### src/rtl/store_rmw_ctrl.sv
// Store read-modify-write controller.
// Accepts byte, halfword and word stores and turns each into memory strobes.
// A word store is a single write. A byte or halfword store reads the containing
// word, merges the new lane(s) into it and writes the word back. Misaligned or
// illegal requests are rejected without touching memory.
//
// Ports:
//   clk, rst          clock, asynchronous active-high reset
//   req_valid/ready   request handshake (ready only in IDLE)
//   req_addr/data     byte address, right-justified store data
//   req_size          00 byte, 01 half, 10 word, 11 illegal
//   mem_addr          word-aligned memory address
//   mem_rd/mem_wr     read / write strobes, held until mem_ack
//   mem_wdata         write data (the merged word)
//   mem_rdata         read data, valid with mem_ack during a read
//   mem_ack           completes the current strobe
//   done/err          one-cycle completion pulse, err marks a rejected request
module store_rmw_ctrl #(
    parameter int unsigned ADDR_W = 32
) (
    input  logic              clk,
    input  logic              rst,
    input  logic              req_valid,
    output logic              req_ready,
    input  logic [ADDR_W-1:0] req_addr,
    input  logic [31:0]       req_data,
    input  logic [1:0]        req_size,
    output logic [ADDR_W-1:0] mem_addr,
    output logic              mem_rd,
    output logic              mem_wr,
    output logic [31:0]       mem_wdata,
    input  logic [31:0]       mem_rdata,
    input  logic              mem_ack,
    output logic              done,
    output logic              err
);

    typedef enum logic [1:0] {
        IDLE  = 2'd0,
        READ  = 2'd1,
        WRITE = 2'd2,
        FIN   = 2'd3
    } state_t;

    localparam logic [1:0] SIZE_BYTE = 2'b00;
    localparam logic [1:0] SIZE_HALF = 2'b01;
    localparam logic [1:0] SIZE_WORD = 2'b10;

    state_t state;
    state_t state_next;

    logic [ADDR_W-1:2] addr_q;
    logic [1:0]        lane_q;
    logic              is_byte_q;
    logic [15:0]       data_q;
    logic [31:0]       mdr;
    logic              rd_q;
    logic              wr_q;
    logic              done_q;
    logic              err_q;

    logic              accept_c;
    logic              bad_c;
    logic [31:0]       merged_c;

    assign accept_c = (state == IDLE) && req_valid;

    // Alignment / legality check on the live request
    always_comb begin
        bad_c = 1'b0;
        case (req_size)
            SIZE_BYTE: bad_c = 1'b0;
            SIZE_HALF: bad_c = req_addr[0];
            SIZE_WORD: bad_c = (req_addr[1:0] != 2'b00);
            default:   bad_c = 1'b1;
        endcase
    end

    // State register
    always_ff @(posedge clk or posedge rst) begin
        if (rst) begin
            state <= IDLE;
        end else begin
            state <= state_next;
        end
    end

    // Next-state logic
    always_comb begin
        state_next = state;
        case (state)
            IDLE: begin
                if (req_valid) begin
                    if (bad_c) begin
                        state_next = FIN;
                    end else if (req_size == SIZE_WORD) begin
                        state_next = WRITE;
                    end else begin
                        state_next = READ;
                    end
                end
            end
            READ: begin
                if (mem_ack) begin
                    state_next = WRITE;
                end
            end
            WRITE: begin
                if (mem_ack) begin
                    state_next = FIN;
                end
            end
            FIN: begin
                state_next = IDLE;
            end
            default: begin
                state_next = IDLE;
            end
        endcase
    end

    // Strobes and completion flags registered from the next state.
    // Only a rejected request goes straight from IDLE to FIN, which marks err.
    always_ff @(posedge clk or posedge rst) begin
        if (rst) begin
            rd_q   <= 1'b0;
            wr_q   <= 1'b0;
            done_q <= 1'b0;
            err_q  <= 1'b0;
        end else begin
            rd_q   <= (state_next == READ);
            wr_q   <= (state_next == WRITE);
            done_q <= (state_next == FIN);
            err_q  <= (state_next == FIN) && (state == IDLE);
        end
    end

    // Lane merge of the stored data into the word read back from memory
    always_comb begin
        merged_c = mem_rdata;
        if (is_byte_q) begin
            case (lane_q)
                2'd0:    merged_c[7:0]   = data_q[7:0];
                2'd1:    merged_c[15:8]  = data_q[7:0];
                2'd2:    merged_c[23:16] = data_q[7:0];
                default: merged_c[31:24] = data_q[7:0];
            endcase
        end else if (lane_q[1]) begin
            merged_c[31:16] = data_q;
        end else begin
            merged_c[15:0] = data_q;
        end
    end

    // Request capture and MDR
    always_ff @(posedge clk or posedge rst) begin
        if (rst) begin
            addr_q    <= '0;
            lane_q    <= 2'b00;
            is_byte_q <= 1'b0;
            data_q    <= 16'h0000;
            mdr       <= 32'h0000_0000;
        end else if (accept_c) begin
            addr_q    <= req_addr[ADDR_W-1:2];
            lane_q    <= req_addr[1:0];
            is_byte_q <= (req_size == SIZE_BYTE);
            data_q    <= req_data[15:0];
            if (req_size == SIZE_WORD) begin
                mdr <= req_data;
            end
        end else if ((state == READ) && mem_ack) begin
            mdr <= merged_c;
        end
    end

    // Ready is masked by rst so it reads low throughout reset and high on the
    // first cycle after release.
    assign req_ready = (state == IDLE) && !rst;
    assign mem_addr  = {addr_q, 2'b00};
    assign mem_wdata = mdr;
    assign mem_rd    = rd_q;
    assign mem_wr    = wr_q;
    assign done      = done_q;
    assign err       = err_q;

endmodule

### config.mk
export PLATFORM = sky130hd
export DESIGN_NAME = store_rmw_ctrl
export DESIGN_NICKNAME = d
export VERILOG_FILES = /design/src/rtl/store_rmw_ctrl.sv
export SDC_FILE = /design/constraint.sdc
export NUM_CORES = 1
export LEC_CHECK = 0
export ABC_AREA = 1
export BUFFER_PORTS_ARGS = -buffer_cell sky130_fd_sc_hd__buf_2
export CAP_MARGIN = 20
export CORE_MARGIN = 5
export CORE_UTILIZATION = 41
export CTS_CLUSTER_DIAMETER = 150
export CTS_CLUSTER_SIZE = 12
export DETAILED_ROUTE_END_ITERATION = 7
export PLACE_DENSITY = 0.68
export SYNTH_ARGS = -nofsm -noshare
export SYNTH_HDL_FRONTEND = slang
export SYNTH_SLANG_ARGS = --single-unit
export TNS_END_PERCENT = 1
### constraint.sdc
create_clock -name clk -period 3.52 [get_ports clk]
set_clock_uncertainty 0.1 [all_clocks]
set_input_delay 0.704 -clock clk [delete_from_list [all_inputs] [get_ports clk]]
set_output_delay 0.704 -clock clk [all_outputs]
set_load 0.01 [all_outputs]
**Yosys cells after proc, flatten, opt, wreduce, memory -nomap -nowiden**

Index checks and enable logic that the tools add are counted.

- Bits of input ports: 102
- Word-level logic and storage cells: 50
- Register bits after elaboration: 87
- Output and inout bits: 69

- Equality and inequality tests: 11
- Multiplexer cells: 17
- Reductions and logical operators: 12

Operators with widths:

| kind | count |
|---|---|
| 2-to-1 mux 32 bit | 4 |
| 2-to-1 mux 16 bit | 2 |
| 2-to-1 mux 8 bit | 4 |
| equality test 2 bit, second input constant | 6 |
| 2-to-1 mux 2 bit | 5 |
| equality test 2 x 1 -> 1 bit, second input constant | 4 |
| one-hot mux 2 bit (4 select lines) | 1 |
| logical NOT 2 bit | 3 |
| logical AND 1 bit | 4 |
| nonzero test 2 bit | 2 |
| one-hot mux 1 bit (3 select lines) | 1 |
| OR reduction 3 bit | 1 |
| != test 2 x 1 -> 1 bit, second input constant | 1 |
| AND reduction 2 bit | 1 |
| logical NOT 1 bit | 1 |

**Logic depth before layout (Yosys ltp)**

Gate-level depths: netlist of the first run.

- Depth after elaboration: 7
- Mapped depth: 9
- Gate-level depth less buffers: 7

**Worst setup path after synthesis of the first run**

Ideal clock, no wire load.

- Kind: input-to-output
- Start point: input rst
- End point: output req_ready
- Arrival: 873 ps
- Path slack: 1,843 ps
- Cell stages on the path: 1
- Path buffers: 0
- Required time: 2,716 ps
- Path through: nor2_1

- Longest elaborated chain between the ends: 2

RTL lines:

| item | line | source |
|---|---|---|
| from (decl) | 22 | `input logic rst,` |
| logical NOT 1 bit | 178 | `assign req_ready = (state == IDLE) && !rst;` |
| logical AND 1 bit | 178 |  |
| to (decl) | 24 | `output logic req_ready,` |

No other way between the ends.

**Worst setup path after layout of the first run**

- Start point: register state[1]
- End point: register mdr[27] (netlist: mem_wdata[27])

- Longest elaborated chain between the ends: 4
- Elaborated cells between the ends (all ways): 8
- Those cells by class: 2 x eq/ne; 1 x mux; 5 x reduce/logical

RTL lines:

| item | line | source |
|---|---|---|
| from (decl) | 49 | `state_t state;` |
| from (signal assigned) | 84 | `state <= state_next;` |
| logical NOT 2 bit / equality test 2 x 1 -> 1 bit (equally long branches) | 66, 171 |  |
| logical AND 1 bit, on equally long branches | 66, 171 |  |
| != test 2 x 1 -> 1 bit (no line) / nonzero test 2 bit (equally long branches) | - |  |
| AND reduction 2 bit (no line) | - |  |
| to (signal assigned) | 169 | `mdr <= req_data;` |
| to (signal assigned) | 172 | `mdr <= merged_c;` |
| to (decl) | 56 | `logic [31:0] mdr;` |

Parallel ways exist; a longest one is shown, timed or not.
A chain may end at the register's enable or synchronous reset.

==> results of run 1 <==
[state kept, by name, indices dropped and copies added, names as in the netlist]
| register | cells |
|---|---|
| mem_wdata | 32 |
| addr_q | 30 |
| data_q | 16 |
| lane_q | 2 |
| state | 2 |
| done | 1 |
| err | 1 |
| is_byte_q | 1 |
| mem_rd | 1 |
| mem_wr | 1 |
[final cells by class]
class	instances	share of cell area
Multi-Input combinational cell	528	0.378
Sequential cell	87	0.358
Timing Repair Buffer	175	0.147
Clock buffer	11	0.0399
Inverter	54	0.0335
Tap cell	147	0.0302
Clock inverter	5	0.0134
[synthesized netlist by cell type (6+ instances only)]
master,instances
nand3_1,50
nand2_1,272
o211ai_1,16
o21bai_1,16
a21oi_1,43
nor2_1,101
inv_1,52
buf_6,6
a21oi_2,7
o21ai_0,9
buf_4,6
buf_2,26
dfrtp_1,87
[per-stage QoR]
step / worst slack, ns / power (mW)
after global routing: 0.986 / 6.05
after CTS: 1.25 / 5.59
after floorplan: 0.466 / 3.71
after detailed placement: 0.951 / 4.53
after global placement: 0.981 / 4.50
final: 1.25 / 5.56
[metal layers]
layer | vias up | track usage | part of all wire
li1 | 2508 | - | -
met1 | 2218 | 0.275 | 0.44
met2 | 210 | 0.315 | 0.44
met3 | 20 | 0.0631 | 0.095
met4 | 0 | 0.0845 | 0.023
met5 | - | 0 | 0
[where the power goes]
part / switching (mW) / internal [mW] / leakage (nW)
Sequential: 0.272 / 1.48 / 1.06
Clock: 0.403 / 0.642 / 0.156
Combinational: 1.79 / 0.973 / 2.22
[worst min-delay path: cells and delay by family, from the launching register on]
kind,cells,cell delay (ns)
and+or+nand+nor,2,0.11
DFF,1,0.34
[logic make-up after synthesis]
group	Yosys count	share of synthesized area
flip-flops	87	0.441
other	1	0.000759
AO/OA/AOI/OAI	96	0.119
AND/OR/NAND/NOR	430	0.345
buffers and inverters	98	0.0947
[path summary, 6_finish.rpt]
check / endpoint / slack (ns)
min in group asynchronous: done / 0.40
max in group asynchronous: addr_q[29] / 2.14
setup / recovery: mem_wdata[27] / 1.25
hold reg to reg: addr_q[28] / 0.38
setup reg to reg: mem_wdata[27] / 1.25
hold / removal: addr_q[28] / 0.38
[placed cells by master, fill, tap and decap left out, types with 3 or more instances in the layout]
cell type,n
o21ai_0,9
nand3_1,50
a21oi_1,43
o21bai_1,16
nor2_2,3
dfrtp_1,86
inv_1,51
o21ai_1,5
buf_2,168
clkbuf_16,9
nor2_1,101
buf_4,7
o211ai_1,16
a21oi_2,7
nand2_1,272
==> run metrics, run 1 <==
status complete, no violations; initial antenna violation count 0; TritonCTS Buffers 9; Antenna diodes 0; IO Count 171; Leak 3.44 nW; Total GRT Usage 0.207; global-route wire length before repair 23900 µm; TritonRoute pass-1 iters 5; Worst R2R Start state[1]; Worst-Skew Late Latency 0.34 ns; Buffers on Ports 168; die area 14300 µm²; crit path cell chain inv_1 > nand3_2 > nand2_4 > inv_2 > nand2_1 > nand2_1; Crit path largest cell delay 0.61 ns; fin util 0.511; RSZ-0062 raised after global routing no; vias per cell 4.92; # clock sinks 87; post-CTS setup buffers 0; cell at the slowest stage of the critical path nand3_2; CP Launch Point state[1]; sequential cell area fraction in the yosys report 0.441; CP Capture Type flop; fraction of layout cells with a size suffix above 1 0.242; max_slew headroom 0.296; CP Depth 6; hold crit path type flop to flop; CTS tree done; grt ovf 0; antenna-violating nets left 0; largest net degree at the start of global routing 83; DRC 0; layout overhead on the synthesized area 23.1%; hpwl dp 10500 µm; final max-slew violation count 0; DIE HEIGHT 120 µm; top_reg_cell synth dfrtp_1; Netlist cell types 22; H-tree depth 3; fin area 6080 µm²; Crit path max-delay family simple AND/OR/NAND/NOR gates; Max Root-Sink Buffers 2; hold_sp addr_q[28]; number of synthesized flops with an enable pin 0; max_cap viols 0; Final nets 957; flops & latches, synth 87; wire per inst 14.7 µm; core area 11900 µm²; Req. time, crit path 3.66 ns; final worst path period need 2.27 ns; worst hold margin 0.376 ns; Crit path arrival time 2.41 ns; CP Launch Type flop; R2R depth 6; Max IR drop VDD 0.379 mV; site row count 40; post-synth top area share 0.441; die width 120 µm; Placed Area 5760 µm²; flip-flop and latch area 2180 µm²; Root Driver clkbuf_16; Final Non-Filler Cells 1007; setup violators final 0; crit path max fanout 34; CP most frequent cell nand2_1; Post-Synthesis Cells 712; Syn Area/Cell 6.94 µm²; Least-Margin Pin Slew 1.05 ns; FMAX 0.440 GHz; fin crit share 0.646; area leader, netlist dfrtp_1; FILL cells 1234; Final GP Congestion 0.844; Async S/R FF share, synth 1.00; synthesized cell area 4940 µm²; WP buf/inv 2; detailed-route wire length 14800 µm; CTS resizes 0; Warnings, synthesis 0; Hold Path Depth 2; final hold vios 0; setup TNS 0 ns; Crit Path Class flop to flop; placed cell count 991; main area contributors after synthesis dfrtp_1 (44%), nand2_1 (21%), nor2_1 (7.7%); via count of the first global-routing pass 4725; multi-input logic area 2300 µm²; power density cells 913 nW/µm²; Hold Buf Count CTS 0; initial core utilization 0.415; Initial DRC Count 404; Reg clk slew, reported paths 0.07 ns; via count 4956
No activity file was read; power rests on OpenSTA's default activity.
==> run 2: changes to the inputs <==
==> constraint.sdc (replaced) <==
create_clock -name clk -period 2.33 [get_ports clk]
set_clock_uncertainty 0.1 [all_clocks]
set_input_delay 0.466 -clock clk [delete_from_list [all_inputs] [get_ports clk]]
set_output_delay 0.466 -clock clk [all_outputs]
set_load 0.01 [all_outputs]
==> run 2 against run 1 <==
Clock power grew 56%. Final area grew 1.8%. Die area is the same. Critical path type unchanged.
==> run metrics, run 2 (synthesized netlist as in run 1, its figures left out) <==
status complete, no violations; FILL cells 1252 (+1.5%); core area 11900 µm² (unchanged); CTS resizes 0 (unchanged); net switching power 3.75 mW (+52%); Crit Path Class flop to flop; max reg flops 32 (unchanged); fin util 0.520 (+0.00924); power density cells 1380 nW/µm² (+51%); # clock sinks 87 (unchanged); wire per inst 14.7 µm (about the same); initial antenna violation count 1 (+1); DRC 0 (unchanged); Leak 3.48 nW (+1.3%); Logic pwr share 0.500 (+0.003); Final Non-Filler Cells 1010 (+0.30%); die width 120 µm (unchanged); IO Count 171 (unchanged); CP Capture Type flop; Buffers on Ports 168 (unchanged); post-CTS setup buffers 0 (unchanged); site row count 40 (unchanged); max_slew headroom 0.543 (+0.246); fin crit share 0.764 (+0.119); WP buf/inv 0 (-2); antenna-violating nets left 0 (unchanged); Least-Margin Pin Slew 0.685 ns (-0.370 ns); fraction of layout cells with a size suffix above 1 0.244 (+0.00264); Req. time, crit path 2.46 ns (-1.20 ns); crit path cell chain nand2_1 > nand2_1 > o21ai_1 > nand2_1 > nand3_1 > nand2_1 > nand2_1; pre-CTS WS 0.521 ns (-0.430 ns); clock network fraction of total power 0.190 (+0.002); cell at the slowest stage of the critical path dfrtp_1; register share of total power 0.310 (-0.005); via count 4974 (+0.36%); CP most frequent cell nand2_1; placed cell count 994 (+0.30%); Final GP Congestion 0.840 (-0.43%); via count of the first global-routing pass 4804 (+1.7%); Max Root-Sink Buffers 2 (unchanged); final max-slew violation count 0 (unchanged); Root Driver clkbuf_16; Sw Ratio 0.438 (-0.00503); final worst path period need 1.78 ns (-0.492 ns); initial core utilization 0.415 (unchanged); layout overhead on the synthesized area 25.3%; Max IR drop VDD 0.563 mV (+49%); FMAX 0.562 GHz (+28%); Initial DRC Count 375 (-7.2%); Worst-Skew Late Latency 0.34 ns (about the same); TritonCTS Buffers 9 (unchanged); Int Pwr 4.80 mW (+55%); grt ovf 0 (unchanged); die area 14300 µm² (unchanged); Hold Buf Count CTS 0 (unchanged); H-tree depth 3 (unchanged); global-route wire length before repair 24000 µm (+0.14%); detailed-route wire length 14900 µm (+0.37%); vias per cell 4.92 (about the same); Crit path max-delay family simple AND/OR/NAND/NOR gates; largest net degree at the start of global routing 69 (-17%); Total GRT Usage 0.208 (+0.00117); Final nets 960 (+0.31%); CTS tree done; Reg clk slew, reported paths 0.06 ns (about the same); RSZ-0062 raised after global routing no; crit path max fanout 16 (-53%); hpwl dp 10500 µm (about the same); DIE HEIGHT 120 µm (unchanged); final hold vios 0 (unchanged); Antenna diodes 0 (unchanged); TritonRoute pass-1 iters 6 (+1); hold crit path type primary input to async pin; max_cap viols 0 (unchanged); most frequent cells in the layout nand2_1 (272), buf_2 (168), nor2_1 (101); setup violators final 0 (unchanged); Crit path largest cell delay 0.64 ns (+0.03 ns); commonest non-fill, non-tap cell in the layout nand2_1; CP Launch Type flop; Final WS setup 0.550 ns (-0.698 ns); Crit path arrival time 1.91 ns (-0.50 ns); setup TNS 0 ns (unchanged)
==> run 2: changes by cell type in the layout (fill, tap and decap cells not counted) <==
cell      delta
clkinv_4     +1
clkbuf_8     +1
clkinv_2     -2
buf_12       +6
buf_4        -3
==> run 2: worst paths after layout <==
| path | start | end | slack, ns | depth (start not counted) |
|---|---|---|---|---|
| min in group clk | req_addr[21] | addr_q[21] | 0.21 | 3 |
| max in group asynchronous | rst | mem_wdata[13] | 1.39 | 3 |
| min reg2reg | addr_q[25] | addr_q[25] | 0.38 | 2 |
| max reg2reg | lane_q[0] | mem_wdata[26] | 0.55 | 7 |
| min | rst | addr_q[23] | 0.13 | 2 |
| max | lane_q[0] | mem_wdata[26] | 0.55 | 7 |
==> run 2: through the flow <==
stage	power (mW)	instance area (µm²)	hold slack (ns)
6_report	8.54	6190	0.135
2_1_floorplan	5.61	4950	0.400
4_1_cts	8.60	6190	0.143
3_3_place_gp	6.89	5860	0.361
5_1_grt	9.28	6190	0.170
3_5_place_dp	6.96	5860	0.361
==> run 2: power by group through the flow <==
stage                     registers (mW)  logic, mW  clock network, mW
after floorplan                     2.85       2.76                  0
after global placement              2.67       4.23                  0
after detailed placement            2.64       4.31                  0
after CTS                           2.65       4.31               1.64
after global routing                2.74       4.82               1.71
final                               2.64       4.27               1.62
==> run 2: routing by layer <==
layer,part of all wire,up-vias,GRT usage
met5,0.00074,-,0
met3,0.093,24,0.0641
met1,0.45,2232,0.280
met2,0.44,207,0.320
li1,-,2509,-
met4,0.021,2,0.0694
==> run 2: cell type report <==
cell class	instances	area, µm²	share of cell area
Clock buffer	12	256	0.0414
Clock inverter	4	77.6	0.0125
Inverter	54	206	0.0333
Multi-Input combinational cell	528	2300	0.371
Sequential cell	87	2180	0.352
Tap cell	147	184	0.0297
Timing Repair Buffer	178	991	0.160
